**config.mk**
```make
export PLATFORM = sky130hd
export DESIGN_NAME = mem_port_arbiter
export DESIGN_NICKNAME = d
export VERILOG_FILES = /design/src/rtl/mem_arb_pkg.sv /design/src/rtl/arb_age_ctr.sv /design/src/rtl/mem_port_arbiter.sv
export SDC_FILE = /design/constraint.sdc
export NUM_CORES = 1
export LEC_CHECK = 0
export CORE_ASPECT_RATIO = 1.1
export CORE_MARGIN = 5
export CORE_UTILIZATION = 40
export DETAILED_ROUTE_END_ITERATION = 12
export PLACE_DENSITY = 0.78
export SKIP_LAST_GASP = 1
export SYNTH_ARGS = -nofsm -noshare
export SYNTH_HDL_FRONTEND = slang
export SYNTH_SLANG_ARGS = --single-unit
```
**constraint.sdc**
```tcl
create_clock -name clk -period 4.05 [get_ports clk]
set_clock_uncertainty 0.1 [all_clocks]
set_input_delay 0.6075 -clock clk [delete_from_list [all_inputs] [get_ports clk]]
set_output_delay 0.6075 -clock clk [all_outputs]
set_load 0.1 [all_outputs]
```
**src/rtl/mem_arb_pkg.sv**
```systemverilog
// Shared types for the unified-memory port arbiter: FSM states, owner codes
// and requester indices used by the top and the aging counters.
package mem_arb_pkg;
    typedef enum logic [1:0] {IDLE, BUSY, RESP} arb_state_e;
    typedef enum logic [1:0] {OWN_NONE, OWN_DATA, OWN_FETCH, OWN_DBG} arb_owner_e;

    localparam logic [2:0] FUNCT3_WORD = 3'b010;

    localparam int NUM_REQ   = 3;
    localparam int REQ_DATA  = 0;
    localparam int REQ_FETCH = 1;
    localparam int REQ_DBG   = 2;
endpackage

```
**src/rtl/arb_age_ctr.sv**
```systemverilog
// Saturating per-requester aging counter; promoted flags a requester that has
// lost MAX_WAIT arbitration rounds in a row.
module arb_age_ctr #(
    parameter int MAX_WAIT = 4
) (
    input  logic clk,
    input  logic reset,
    input  logic inc,
    input  logic clr,
    input  logic hold,
    output logic promoted
);
    localparam logic [3:0] MAX_AGE = 4'(MAX_WAIT);

    logic [3:0] age;

    // hold beats clr so a halted fetch keeps its accumulated age
    always_ff @(posedge clk or posedge reset) begin
        if (reset) begin
            age <= '0;
        end else if (!hold) begin
            if (clr)
                age <= '0;
            else if (inc && age != MAX_AGE)
                age <= age + 4'd1;
        end
    end

    assign promoted = (age == MAX_AGE);
endmodule

```
**src/rtl/mem_port_arbiter.sv**
```systemverilog
// Single-port memory arbiter for data, fetch and debug requesters: fixed
// priority data > fetch > dbg with aging promotion, one transfer per round.
module mem_port_arbiter
    import mem_arb_pkg::*;
#(
    parameter int ADDR_W   = 9,
    parameter int DATA_W   = 32,
    parameter int MAX_WAIT = 4
) (
    input  logic              clk,
    input  logic              reset,
    input  logic              halt_i,
    input  logic              d_req,
    input  logic              d_we,
    input  logic [ADDR_W-1:0] d_addr,
    input  logic [DATA_W-1:0] d_wdata,
    input  logic [2:0]        d_funct3,
    output logic              d_ack,
    input  logic              f_req,
    input  logic [ADDR_W-1:0] f_addr,
    output logic              f_ack,
    input  logic              g_req,
    input  logic              g_we,
    input  logic [ADDR_W-1:0] g_addr,
    input  logic [DATA_W-1:0] g_wdata,
    output logic              g_ack,
    output logic [DATA_W-1:0] rdata,
    output logic              d_stall,
    output logic              f_stall,
    output logic              mem_req,
    output logic              mem_we,
    output logic [ADDR_W-1:0] mem_addr,
    output logic [DATA_W-1:0] mem_wdata,
    output logic [2:0]        mem_funct3,
    input  logic              mem_ready,
    input  logic [DATA_W-1:0] mem_rdata,
    output logic [1:0]        owner
);
    arb_state_e         state;
    arb_owner_e         owner_q;
    logic [NUM_REQ-1:0] req, elig, promoted, cand, pick;
    logic [NUM_REQ-1:0] age_inc, age_clr, age_hold;
    logic               grant;

    assign req  = {g_req, f_req, d_req};
    assign elig = {g_req, f_req & ~halt_i, d_req};

    // Promoted requesters pre-empt plain priority; within each class lowest index wins
    always_comb begin
        cand = elig & promoted;
        if (cand == '0)
            cand = elig;
        pick = '0;
        if (cand[REQ_DATA])
            pick[REQ_DATA] = 1'b1;
        else if (cand[REQ_FETCH])
            pick[REQ_FETCH] = 1'b1;
        else if (cand[REQ_DBG])
            pick[REQ_DBG] = 1'b1;
    end

    assign grant    = (state == IDLE) && (pick != '0);
    assign age_inc  = grant ? (elig & ~pick) : '0;
    assign age_clr  = ~req | (grant ? pick : '0);
    assign age_hold = {1'b0, halt_i, 1'b0};

    for (genvar i = 0; i < NUM_REQ; i++) begin : g_age
        arb_age_ctr #(.MAX_WAIT(MAX_WAIT)) u_age (
            .clk      (clk),
            .reset    (reset),
            .inc      (age_inc[i]),
            .clr      (age_clr[i]),
            .hold     (age_hold[i]),
            .promoted (promoted[i])
        );
    end

    always_ff @(posedge clk or posedge reset) begin
        if (reset) begin
            state      <= IDLE;
            owner_q    <= OWN_NONE;
            mem_req    <= 1'b0;
            mem_we     <= 1'b0;
            mem_addr   <= '0;
            mem_wdata  <= '0;
            mem_funct3 <= '0;
            rdata      <= '0;
        end else begin
            case (state)
                IDLE: begin
                    if (grant) begin
                        mem_req <= 1'b1;
                        state   <= BUSY;
                        if (pick[REQ_DATA]) begin
                            owner_q    <= OWN_DATA;
                            mem_we     <= d_we;
                            mem_addr   <= d_addr;
                            mem_wdata  <= d_wdata;
                            mem_funct3 <= d_funct3;
                        end else if (pick[REQ_FETCH]) begin
                            owner_q    <= OWN_FETCH;
                            mem_we     <= 1'b0;
                            mem_addr   <= f_addr;
                            mem_funct3 <= FUNCT3_WORD;
                        end else begin
                            owner_q    <= OWN_DBG;
                            mem_we     <= g_we;
                            mem_addr   <= g_addr;
                            mem_wdata  <= g_wdata;
                            mem_funct3 <= FUNCT3_WORD;
                        end
                    end
                end
                BUSY: begin
                    if (mem_ready) begin
                        mem_req <= 1'b0;
                        if (!mem_we)
                            rdata <= mem_rdata;
                        state <= RESP;
                    end
                end
                RESP: begin
                    state   <= IDLE;
                    owner_q <= OWN_NONE;
                end
                default: state <= IDLE;
            endcase
        end
    end

    // Acks are decoded from registered state, so each lasts exactly the RESP cycle
    assign d_ack   = (state == RESP) && (owner_q == OWN_DATA);
    assign f_ack   = (state == RESP) && (owner_q == OWN_FETCH);
    assign g_ack   = (state == RESP) && (owner_q == OWN_DBG);
    assign d_stall = d_req & ~d_ack;
    assign f_stall = f_req & ~f_ack;
    assign owner   = owner_q;
endmodule

```
# [Yosys cells after proc, flatten, opt, wreduce, memory -nomap -nowiden]
# Index checks and enable logic that the tools add are counted.
[totals] regBits=94 input_bits=135 elab_cells=93
[classes] addsub=3 eq_ne=14 muxes=31 bitwise_logic=12 n_reduce_logical=22
[ops] cell="$mux W32" n=2
[ops] cell="$mux W4" n=6
[ops] cell="$mux W9" n=2
[ops] cell="$add A4 B1 Y4 const B" n=3
[ops] cell="$eq A4 B3 Y1 const B" n=3
[ops] cell="$mux W3" n=4
[ops] cell="$ne A4 B3 Y1 const B" n=3
[ops] cell="$mux W2" n=5
[ops] cell="$reduce_bool A2 Y1" n=5
[ops] cell="$mux W1" n=9
[ops] cell="$reduce_and A3 Y1" n=3
[ops] cell="$pmux W2 S2" n=2
[ops] cell="$reduce_and A2 Y1" n=4
[ops] cell="$logic_and A1 B1 Y1" n=7
[ops] cell="$and A3 B3 Y3" n=2
[ops] cell="$eq A2 B2 Y1 const B" n=3
[ops] cell="$ne A2 B2 Y1 const B" n=3
[ops] cell="$not A3 Y3" n=2
[ops] cell="$eq A2 B1 Y1 const B" n=2
[ops] cell="$not A1 Y1" n=4
[ops] cell="$and A1 B1 Y1" n=3
[ops] cell="$logic_not A3 Y1" n=1
[ops] cell="$or A3 B3 Y3" n=1
[ops] cell="$reduce_bool A3 Y1" n=1
[ops] cell="2 further kinds" n=2

# [Longest topological paths before layout]
[depth] depth_word=14 depth_mapped=9

# [Hierarchy]
# From an unflattened synthesis, not the netlist that was laid out.
[hier_totals] cells_unflattened=372 hier_area_um2=4815.9
[modules_own_cells] module="mem_port_arbiter" n_inst=1 cells_per_inst=282 area_each_um2=3945.0
[modules_own_cells] module="arb_age_ctr" n_inst=3 cells_per_inst=30 area_each_um2=290.3

# [Worst setup path after synthesis]
# OpenSTA, ideal clock, no wires.
[synth_timing] path_type="reg2out" from="register owner_q[0] (netlist: owner[0])" to="output d_stall" arrival_ns=3.303 slack_ns=0.039 path_stages_with_launch=4 n_path_buf=0 path_cell_list="dfrtp_1 nand2_1 nor2_1 nor2_1"
[synth_via] elab_chain_len=4
[synth_lines] element="from (decl)" line_no="mem_port_arbiter.sv:40" text="arb_owner_e owner_q;"
[synth_lines] element="from (signal assigned)" line_no="mem_port_arbiter.sv:81" text="owner_q <= OWN_NONE;"
[synth_lines] element="from (signal assigned)" line_no="mem_port_arbiter.sv:95" text="owner_q <= OWN_DATA;"
[synth_lines] element="from (signal assigned)" line_no="mem_port_arbiter.sv:101" text="owner_q <= OWN_FETCH;"
[synth_lines] element="$eq A2 B1 Y1" line_no="mem_port_arbiter.sv:132" text="assign d_ack = (state == RESP) && (owner_q == OWN_DATA);"
[synth_lines] element="$logic_and A1 B1 Y1" line_no="mem_port_arbiter.sv:132"
[synth_lines] element="via d_ack" line_no="mem_port_arbiter.sv:18" text="output logic d_ack,"
[synth_lines] element="$not A1 Y1" line_no="mem_port_arbiter.sv:135" text="assign d_stall = d_req & ~d_ack;"
[synth_lines] element="$and A1 B1 Y1" line_no="mem_port_arbiter.sv:135"
[synth_lines] element="to (decl)" line_no="mem_port_arbiter.sv:28" text="output logic d_stall,"
# The timed path passes the listed nets, and every way through them passes these cells.

# [Worst setup path after layout]
[layout_timing] from="register state[0]" to="output d_ack"
[layout_via] elab_chain_len=2
[layout_lines] element="from (decl)" line_no="mem_port_arbiter.sv:39" text="arb_state_e state;"
[layout_lines] element="from (signal assigned)" line_no="mem_port_arbiter.sv:80" text="state <= IDLE;"
[layout_lines] element="from (signal assigned)" line_no="mem_port_arbiter.sv:93" text="state <= BUSY;"
[layout_lines] element="from (signal assigned)" line_no="mem_port_arbiter.sv:119" text="state <= RESP;"
[layout_lines] element="$eq A2 B2 Y1" line_no="mem_port_arbiter.sv:132"
[layout_lines] element="$logic_and A1 B1 Y1" line_no="mem_port_arbiter.sv:132"
[layout_lines] element="to (decl)" line_no="mem_port_arbiter.sv:18"
# No other way between the ends.

==> qor.yml <==
diodes: 0
routed_via_density: 5.089
drive_gt1_frac: 0.1084
syn2layout_area_growth_pct: 58.31
track_usage: 0.1969
grt_pass1_vias: 4192
cts_root_buf: "clkbuf_16"
maxSlewHeadroom: 0.3112
setup_viol: 0
cp_slowest_stage_delay_ps: 1160
grt_pass1_wl_um: 20270
critPathMaxFanout: 5
place.gp.congestion: 0.8689
design.core.area_mm2: 0.01086
cts_tree: "built"
cts_made_buffers: 9
syn_inst: 398
synth.net_count: 539
critical_path_class: "register to output port"
die-width_um: 110.3
ys_seq_area_frac: 0.5317
wl_met1_um: 4889
die_h_um: 120.3
finalCriticalPeriod_ps: 3222
worst-endpoint-arrival_ps: 2510
min-delay-path-class: "register to register"
clkLatencyLatePin_ps: 340
status: "completed"
yosysWarningCount: 0
grt_max_degree: 65
worstPathRequired_ps: 3340
cts-htree-levels: 3
multi_input_area_mm2: 0.001901
synth_cell_types: 51
synthArstFlopShare: 1.000
cts.sinks: 94
stdcell_area_mm2: 0.007004
synth_area_leaders: "dfrtp_1 53%, mux2_2 8.1%, mux2i_1 7.5%, a21oi_1 4.4%, nor2_1 4.2%"
place_area_mm2: 0.006720
crit_slowest_cell: "clkdlybuf4s50_1"
fmax_mhz: 310.4
std_cell_rows: 40
wl_per_cell_um: 17.19
cts_resized: 0
io_buffers: 219
drt_pass1_iterations: 4
grt-ovfl-total: 0
synth.avg_cell_area_um2: 11.12
nNetsFinal: 754
maxUsedRoutingLayer: "met4"
ys_ff_latch: 94
path_clk_slew_ps: 70
ys_top_cells_by_count: "94 x dfrtp_1, 50 x nor2_1, 39 x a21oi_1"
placedCellCount: 749
synth_top_area_share: 0.5317
dp_hpwl_um: 10070
tns_ps: 0
end_kind: "output port"
grt_antenna_before_repair: 0
seqCellArea_mm2: 0.002352
postCtsSetupBuffers: 0
hold_ws_ps: 378.7
drtAntennaViolNets: 0
start_kind: "register"
maxSlewViolCount: 0
wirelength_um: 13150
rsz0062_at_grt: "no"
dr_wl_met3_um: 1218
vias: 3893
wl_met2_um: 6726
die_area_mm2: 0.01327
final_cells: 765
finalHoldViolCount: 0
drtIter0Drc: 161
synth.cell_area_mm2: 0.004424
synth_ff_type: "dfrtp_1"
cts.path.max_buffers: 2
yosys.area.top_type: "dfrtp_1"
fillers: 885
min_period_over_period: 0.7954
yosysMostFrequentCell: "dfrtp_1"
tightest_slew_ps: 1030
drc_errors: 0
synth_edf_count: 0
ctsHoldBuffers: 0
path_cells: "nor2b_1 -> nand2_1 -> nor2_1 -> clkdlybuf4s50_1"
cap_viol_max_count: 0
top_level_ports: 220
initial_utilization: 0.4074
[sequential cells by signal, indices dropped and copies added, names as in the netlist]
name and flops:
mem_wdata 32, rdata 32, g_age.u_age.age 12, mem_addr 9, mem_funct3 3, owner 2
state 2, mem_req 1, mem_we 1
[routing by layer]
layer  vias to the layer above  global-route usage
met5                         -                   0
met4                         0             0.08468
met3                        21             0.06514
met2                       174              0.3456
met1                      1860              0.2132
li1                       1838                   -
[area by class of cell]
class / count / share of cell area
inverters: 10 / 0.005538
multi-input cells: 273 / 0.2713
clock inverters: 5 / 0.005895
repair buffers: 225 / 0.3205
well taps: 147 / 0.02626
flip-flops and latches: 94 / 0.3358
clock buffers: 11 / 0.03466
[cell families after synthesis]
logic type      Yosys count  share of synthesized area
buf+inv                  31                    0.03959
mux                      65                     0.1561
compound gates           84                     0.1264
xor+xnor                  2                   0.003960
fa+ha+maj                 6                    0.01697
simple gates            116                     0.1253
flops                    94                     0.5317
[layout by cell type, fill, tap and decap left out, drive strengths merged, types with 6 or more instances in the layout]
cell / count
clkbuf: 11
a21oi: 41
o21ai: 13
dfrtp: 94
mux2i: 33
clkdlybuf4s50: 217
nand2: 24
nor2: 50
inv: 11
ha: 6
mux2: 32
buf: 8
nand3: 12
nor3: 6
[stage by stage]
stage                     setup WS (ps)    util
after global placement            919.1  0.6188
after global routing              720.8  0.6449
after CTS                         836.5  0.6449
after floorplan                   39.49       -
after detailed placement          800.6  0.6188
final                             828.4  0.6449
[path summary, 6_finish.rpt]
check	slack (ps)	start	cells after the start	end
min in group asynchronous	540	reset	2	rdata[12]
max in group asynchronous	2490	reset	3	mem_wdata[9]
max	830	state[0]	4	d_ack
min reg2reg	380	mem_req	2	mem_req
min	380	mem_req	2	mem_req
max reg2reg	1590	state[1]	6	mem_wdata[15]
[critical path, delay by kind of cell, from the launching register on]
family	cells	cell delay, ps
buffers and inverters	1	1160
and+or+nand+nor	3	590
DFF	1	420
Power is not shown: default switching activity piles up to over one toggle a cycle in this logic, so the estimate is an artifact.
==> RTL change 1, RTL diff (config.mk and constraints unchanged) <==
The 3 states of `arb_state_e` get a one-hot encoding in 3 bits.
--- a/src/rtl/mem_arb_pkg.sv
+++ b/src/rtl/mem_arb_pkg.sv
@@ -1,7 +1,7 @@
 // Shared types for the unified-memory port arbiter: FSM states, owner codes
 // and requester indices used by the top and the aging counters.
 package mem_arb_pkg;
-    typedef enum logic [1:0] {IDLE, BUSY, RESP} arb_state_e;
+    typedef enum logic [2:0] {IDLE = 3'b001, BUSY = 3'b010, RESP = 3'b100} arb_state_e;
     typedef enum logic [1:0] {OWN_NONE, OWN_DATA, OWN_FETCH, OWN_DBG} arb_owner_e;
 
     localparam logic [2:0] FUNCT3_WORD = 3'b010;
Formal check against the unedited RTL: no difference found for any inputs over 4 cycles, from zero or initial values and one cycle with reset high; so few cycles prove little.
==> RTL change 1 against the original RTL <==
Count of clock-buffer cells in the layout decreased by 2. Area after synthesis down 0.88%. Hold slack improved by 0.013 ns. Sequential cell count grew 1. Setup slack improved by 0.29 ns. First-iteration DRC count rose by 76%. Wire length increased by 1.0%. Global-route usage grew 0.55 points. Die area fell by 0.80%. Sequential share of layout area rose by 0.40 points. Final area hardly changed. Highest routed layer unchanged.
Power is left out: the tool's default activity adds up to more than one toggle a clock period on the data nets, which glitch-free logic cannot reach.
==> RTL change 1: results (changes against the original RTL) <==
metric	value	unit	change
vias_per_cell	5.147		+1.1%
grt_pass1_wl	21.10	mm	+4.1%
dr.first_iter.drc_count	283		+76%
ys_seq_area_frac	0.5424		+0.01069
ant_nets	0		unchanged
antenna_found_initial	0		unchanged
postCtsSetupRepairBufs	0		unchanged
synthArstFlopShare	1.000		unchanged
muxShareOfSynthArea	0.08217		-0.07394
routed_wl	13.28	mm	+1.0%
arrival	3.09	ns	+0.58 ns
synth_fp_nets	576		+6.9%
cts_root_buffer	clkbuf_16		
clock_latency	0.34	ns	about the same
port_buffers	219		unchanged
ys_types	45		-12%
ctsLongestPathBuffers	2		unchanged
numCtsBuffers	9		unchanged
h-tree-depth	3		unchanged
gp_congestion	0.8107		-6.7%
drt_pre_antenna_iters	5		+1
worstPathMaxFanout	29		+24
synth_warnings	0		unchanged
synth_common_cells	94 x dfrtp_1, 85 x nand2_1, 44 x nor2_1		
synth_compound_area_frac	0.1409		+0.01453
synth_top_flop_cell	dfrtp_1		
cts_resized	0		unchanged
grt_max_degree	96		+48%
grt_util_all_layers	0.2024		+0.005496
synth_adder_area_share	0.01712		+0.0001501
worstHoldPathType	flop to flop		
drive_above_1_share	0.1077		-0.0007219
synth_xor_xnor_area_share	0.003994		+0.00003502
worst_pin_slew	1.148	ns	+0.1184 ns
reg_top3	mem_wdata: 32 flops, rdata: 32 flops, g_age.u_age.age: 12 flops		
synthTopCellsByArea	dfrtp_1 54%, mux2_2 8.0%, nand2_1 7.3%		
fin_nets	786		+4.2%
clk_pin_slew_worst_paths	0.06	ns	
dp.final_hpwl	10.03	mm	-0.30%
n_antenna_cell	0		unchanged
grt_pass1_vias	4321		+3.1%
final.fill_count	873		-1.4%
outcome	finished clean		
[RTL change 1: cell types whose count changed after synthesis, sizes merged, moves of 5 or more]
cell    delta
a221o      -5
nand3      -5
nand2     +61
a21oi     -27
nor2       -5
a31oi     +35
a22oi     +14
clkbuf     +5
o21ai      +5
mux2i     -33
[RTL change 1: cell families (layout without fill, tap and decap cells)]
family	Yosys count	in the layout
adders and majority gates	6	6
DFF	95	95
AOI/OAI and AO/OA	97	97
muxes	32	32
and+or+nand+nor	166	166
xor gates and xnor gates	2	2
buffers and inverters	37	252
[RTL change 1: final cells by class]
type                    instances  area (µm²)  area share
multi-input cells             303        1847      0.2639
inverters                      11       43.79    0.006257
flip-flops and latches         95        2379      0.3398
clock buffers                   9       225.2     0.03218
clock inverters                 7       96.34     0.01376
repair buffers                225        2225      0.3178
well taps                     147       183.9     0.02628
[RTL change 1: path summary, 6_finish.rpt]
path	cells past startpoint	slack [ns]	startpoint	to
max	7	1.11	g_req	mem_wdata[3]
min	2	0.39	mem_funct3[1]	mem_funct3[1]
max reg2reg	8	1.37	g_age[1].u_age.age[0]	mem_wdata[3]
min reg2reg	2	0.39	mem_funct3[1]	mem_funct3[1]
max in group asynchronous	2	2.29	reset	mem_wdata[18]
min in group asynchronous	2	0.80	reset	rdata[0]
[RTL change 1: through the flow]
stage | area [µm²] | std cells | setup slack, ns | utilization
floorplan | 4385 | 435 | 0.04530 | -
global placement | 6678 | 781 | 0.8786 | 0.6177
detailed placement | 6678 | 781 | 0.7989 | 0.6177
CTS | 6999 | 797 | 1.098 | 0.6475
global route | 6999 | 797 | 0.9424 | 0.6475
finish | 6999 | 797 | 1.114 | 0.6475
[RTL change 1: worst max-delay path: stages]
cell             delay (ns)
clkdlybuf4s50_1        0.60
and4b_1                0.33
a211oi_2               0.30
or2_1                  0.54
buf_4                  0.41
nand2_1                0.11
a31oi_1                0.19
[RTL change 1: per-layer routing]
metal,track usage,part of all wire,vias up
met2,0.3354,0.48,190
met1,0.2397,0.39,1932
met3,0.05272,0.092,35
met5,0,0,-
li1,-,-,1945
met4,0.09977,0.037,0
==> RTL change 2, RTL diff (same flow settings) <==
Without the edit above. Change the parameter `ADDR_W` from 9 to 8.
--- a/src/rtl/mem_port_arbiter.sv
+++ b/src/rtl/mem_port_arbiter.sv
@@ -3,7 +3,7 @@
 module mem_port_arbiter
     import mem_arb_pkg::*;
 #(
-    parameter int ADDR_W   = 9,
+    parameter int ADDR_W   = 8,
     parameter int DATA_W   = 32,
     parameter int MAX_WAIT = 4
 ) (
Ports: changed (resized d_addr, f_addr, g_addr and mem_addr); port bits go from 220 to 216. No check against the original RTL was run, so the function may have changed too.
==> RTL change 2 against the original RTL <==
Sequential share of layout area barely moved. Wire length increased by 0.84%. Sequential cell count fell by 1. Setup slack better by 0.017 ns. Final area decreased by 0.96%. Area after synthesis shrank 0.34%. Critical path type unchanged. Die area down 0.31%. Fmax increased by 0.54%. Count of clock-buffer cells in the layout decreased by 2. Via count fell by 0.31%. Largest cell class unchanged. Highest routed layer unchanged. Critical endpoint unchanged.
Power is not shown: default switching activity piles up to over one toggle a cycle in this logic, so the estimate is an artifact.
==> RTL change 2: results (changes against the original RTL) <==
metric	value	unit	change
final.fill_count	905		+2.3%
outcome	finished clean		
grt_pass1_wl	20.76	mm	+2.5%
drt_pre_antenna_iters	4		unchanged
worstPathMaxFanout	5		unchanged
antenna_found_initial	0		unchanged
ys_seq_area_frac	0.5278		-0.003865
numCtsBuffers	9		unchanged
timing.fmax	312.1	MHz	+0.54%
cts_resized	0		unchanged
synth_fp_nets	536		-0.56%
dr.first_iter.drc_count	109		-32%
ctsLongestPathBuffers	2		unchanged
port_buffers	215		-1.8%
gr-usage-met2	0.3395		-0.006070
max_stage_delay	1.15	ns	
yosysTopAreaCellShare	0.5278		-0.003865
postCtsSetupRepairBufs	0		unchanged
drive_above_1_share	0.1120		+0.003599
cts_root_buffer	clkbuf_16		
gp_congestion	0.8008		-7.8%
worstHoldPathType	flop to flop		
worst_pin_slew	1.043	ns	+0.01343 ns
dpl_worst_slack	1.026	ns	+0.2249 ns
synth_common_cells	93 x dfrtp_1, 48 x nor2_1, 40 x a21oi_1		
vias_per_cell	5.087		about the same
ys_types	49		-3.9%
reg_top3	mem_wdata: 32 flops, rdata: 32 flops, g_age.u_age.age: 12 flops		
grt_util_all_layers	0.2010		+0.004121
arrival	2.50	ns	about the same
met3_usage	0.05541		-0.009730
slowest_stage	clkdlybuf4s50_1		
synthArstFlopShare	1.000		unchanged
fin_nets	749		-0.66%
clk_pin_slew_worst_paths	0.07	ns	about the same
grt_max_degree	65		unchanged
crit_family	buffers and inverters		
synth-edff-count	0		unchanged
synth_warnings	0		unchanged
grt_pass1_vias	4159		-0.79%
clock_latency	0.34	ns	about the same
n_antenna_cell	0		unchanged
grt_use_met1	0.2316		+0.01840
dpl-instance-area	6639	µm²	-1.2%
wl_per_cell	17.38	µm	+1.1%
synthTopCellsByArea	dfrtp_1 53%, mux2_2 8.2%, mux2i_1 7.5%		
dp.final_hpwl	9.890	mm	-1.7%
h-tree-depth	3		unchanged
==> RTL change 2: logic make-up (layout without fill, tap and decap cells) <==
group,Yosys count,in the layout,synth area share
AND/OR/NAND/NOR,114,114,0.1234
flip-flops,93,93,0.5278
AO/OA/AOI/OAI,90,90,0.1291
multiplexers,65,65,0.1566
buffers and inverters,28,246,0.04200
adder cells (fa/ha/maj),6,6,0.01703
XOR/XNOR,2,2,0.003973
==> RTL change 2: worst paths after layout <==
kind / startpoint / end / slack [ns] / depth (start not counted)
max in group asynchronous: reset / mem_wdata[1] / 2.42 / 3
worst min-delay path: mem_req / mem_req / 0.40 / 2
worst max-delay path: state[1] / d_ack / 0.85 / 4
worst min register to register: mem_req / mem_req / 0.40 / 2
min in group asynchronous: reset / rdata[19] / 0.56 / 2
worst max register to register: g_age[1].u_age.age[0] / mem_wdata[20] / 1.69 / 8
==> RTL change 2: final cells by class <==
cell class	count	area, µm²	area share
flip-flops and latches	93	2327	0.3355
clock inverters	7	72.57	0.01046
inverters	9	35.03	0.005051
well taps	147	183.9	0.02652
repair buffers	221	2192	0.3160
clock buffers	9	225.2	0.03247
multi-input cells	277	1901	0.2740
==> RTL change 2: routing by layer <==
| metal | routed length (µm) | part of all wire |
|---|---|---|
| met1 | 4943 | 0.37 |
| met2 | 6850 | 0.52 |
| met3 | 1073 | 0.081 |
| met4 | 391 | 0.029 |
| met5 | 0 | 0 |
==> RTL change 2: stage by stage <==
stage          hold WS [ns]  instances
2_1_floorplan        0.3724        398
3_3_place_gp         0.3678        747
3_5_place_dp         0.3723        747
4_1_cts              0.3983        763
5_1_grt              0.4164        763
6_report             0.3979        763
==> RTL change 2: tightest hold or removal path, delay by kind of cell (launching register included) <==
family	cells	cell delay, ns
and+or+nand+nor	2	0.10
DFF	1	0.36
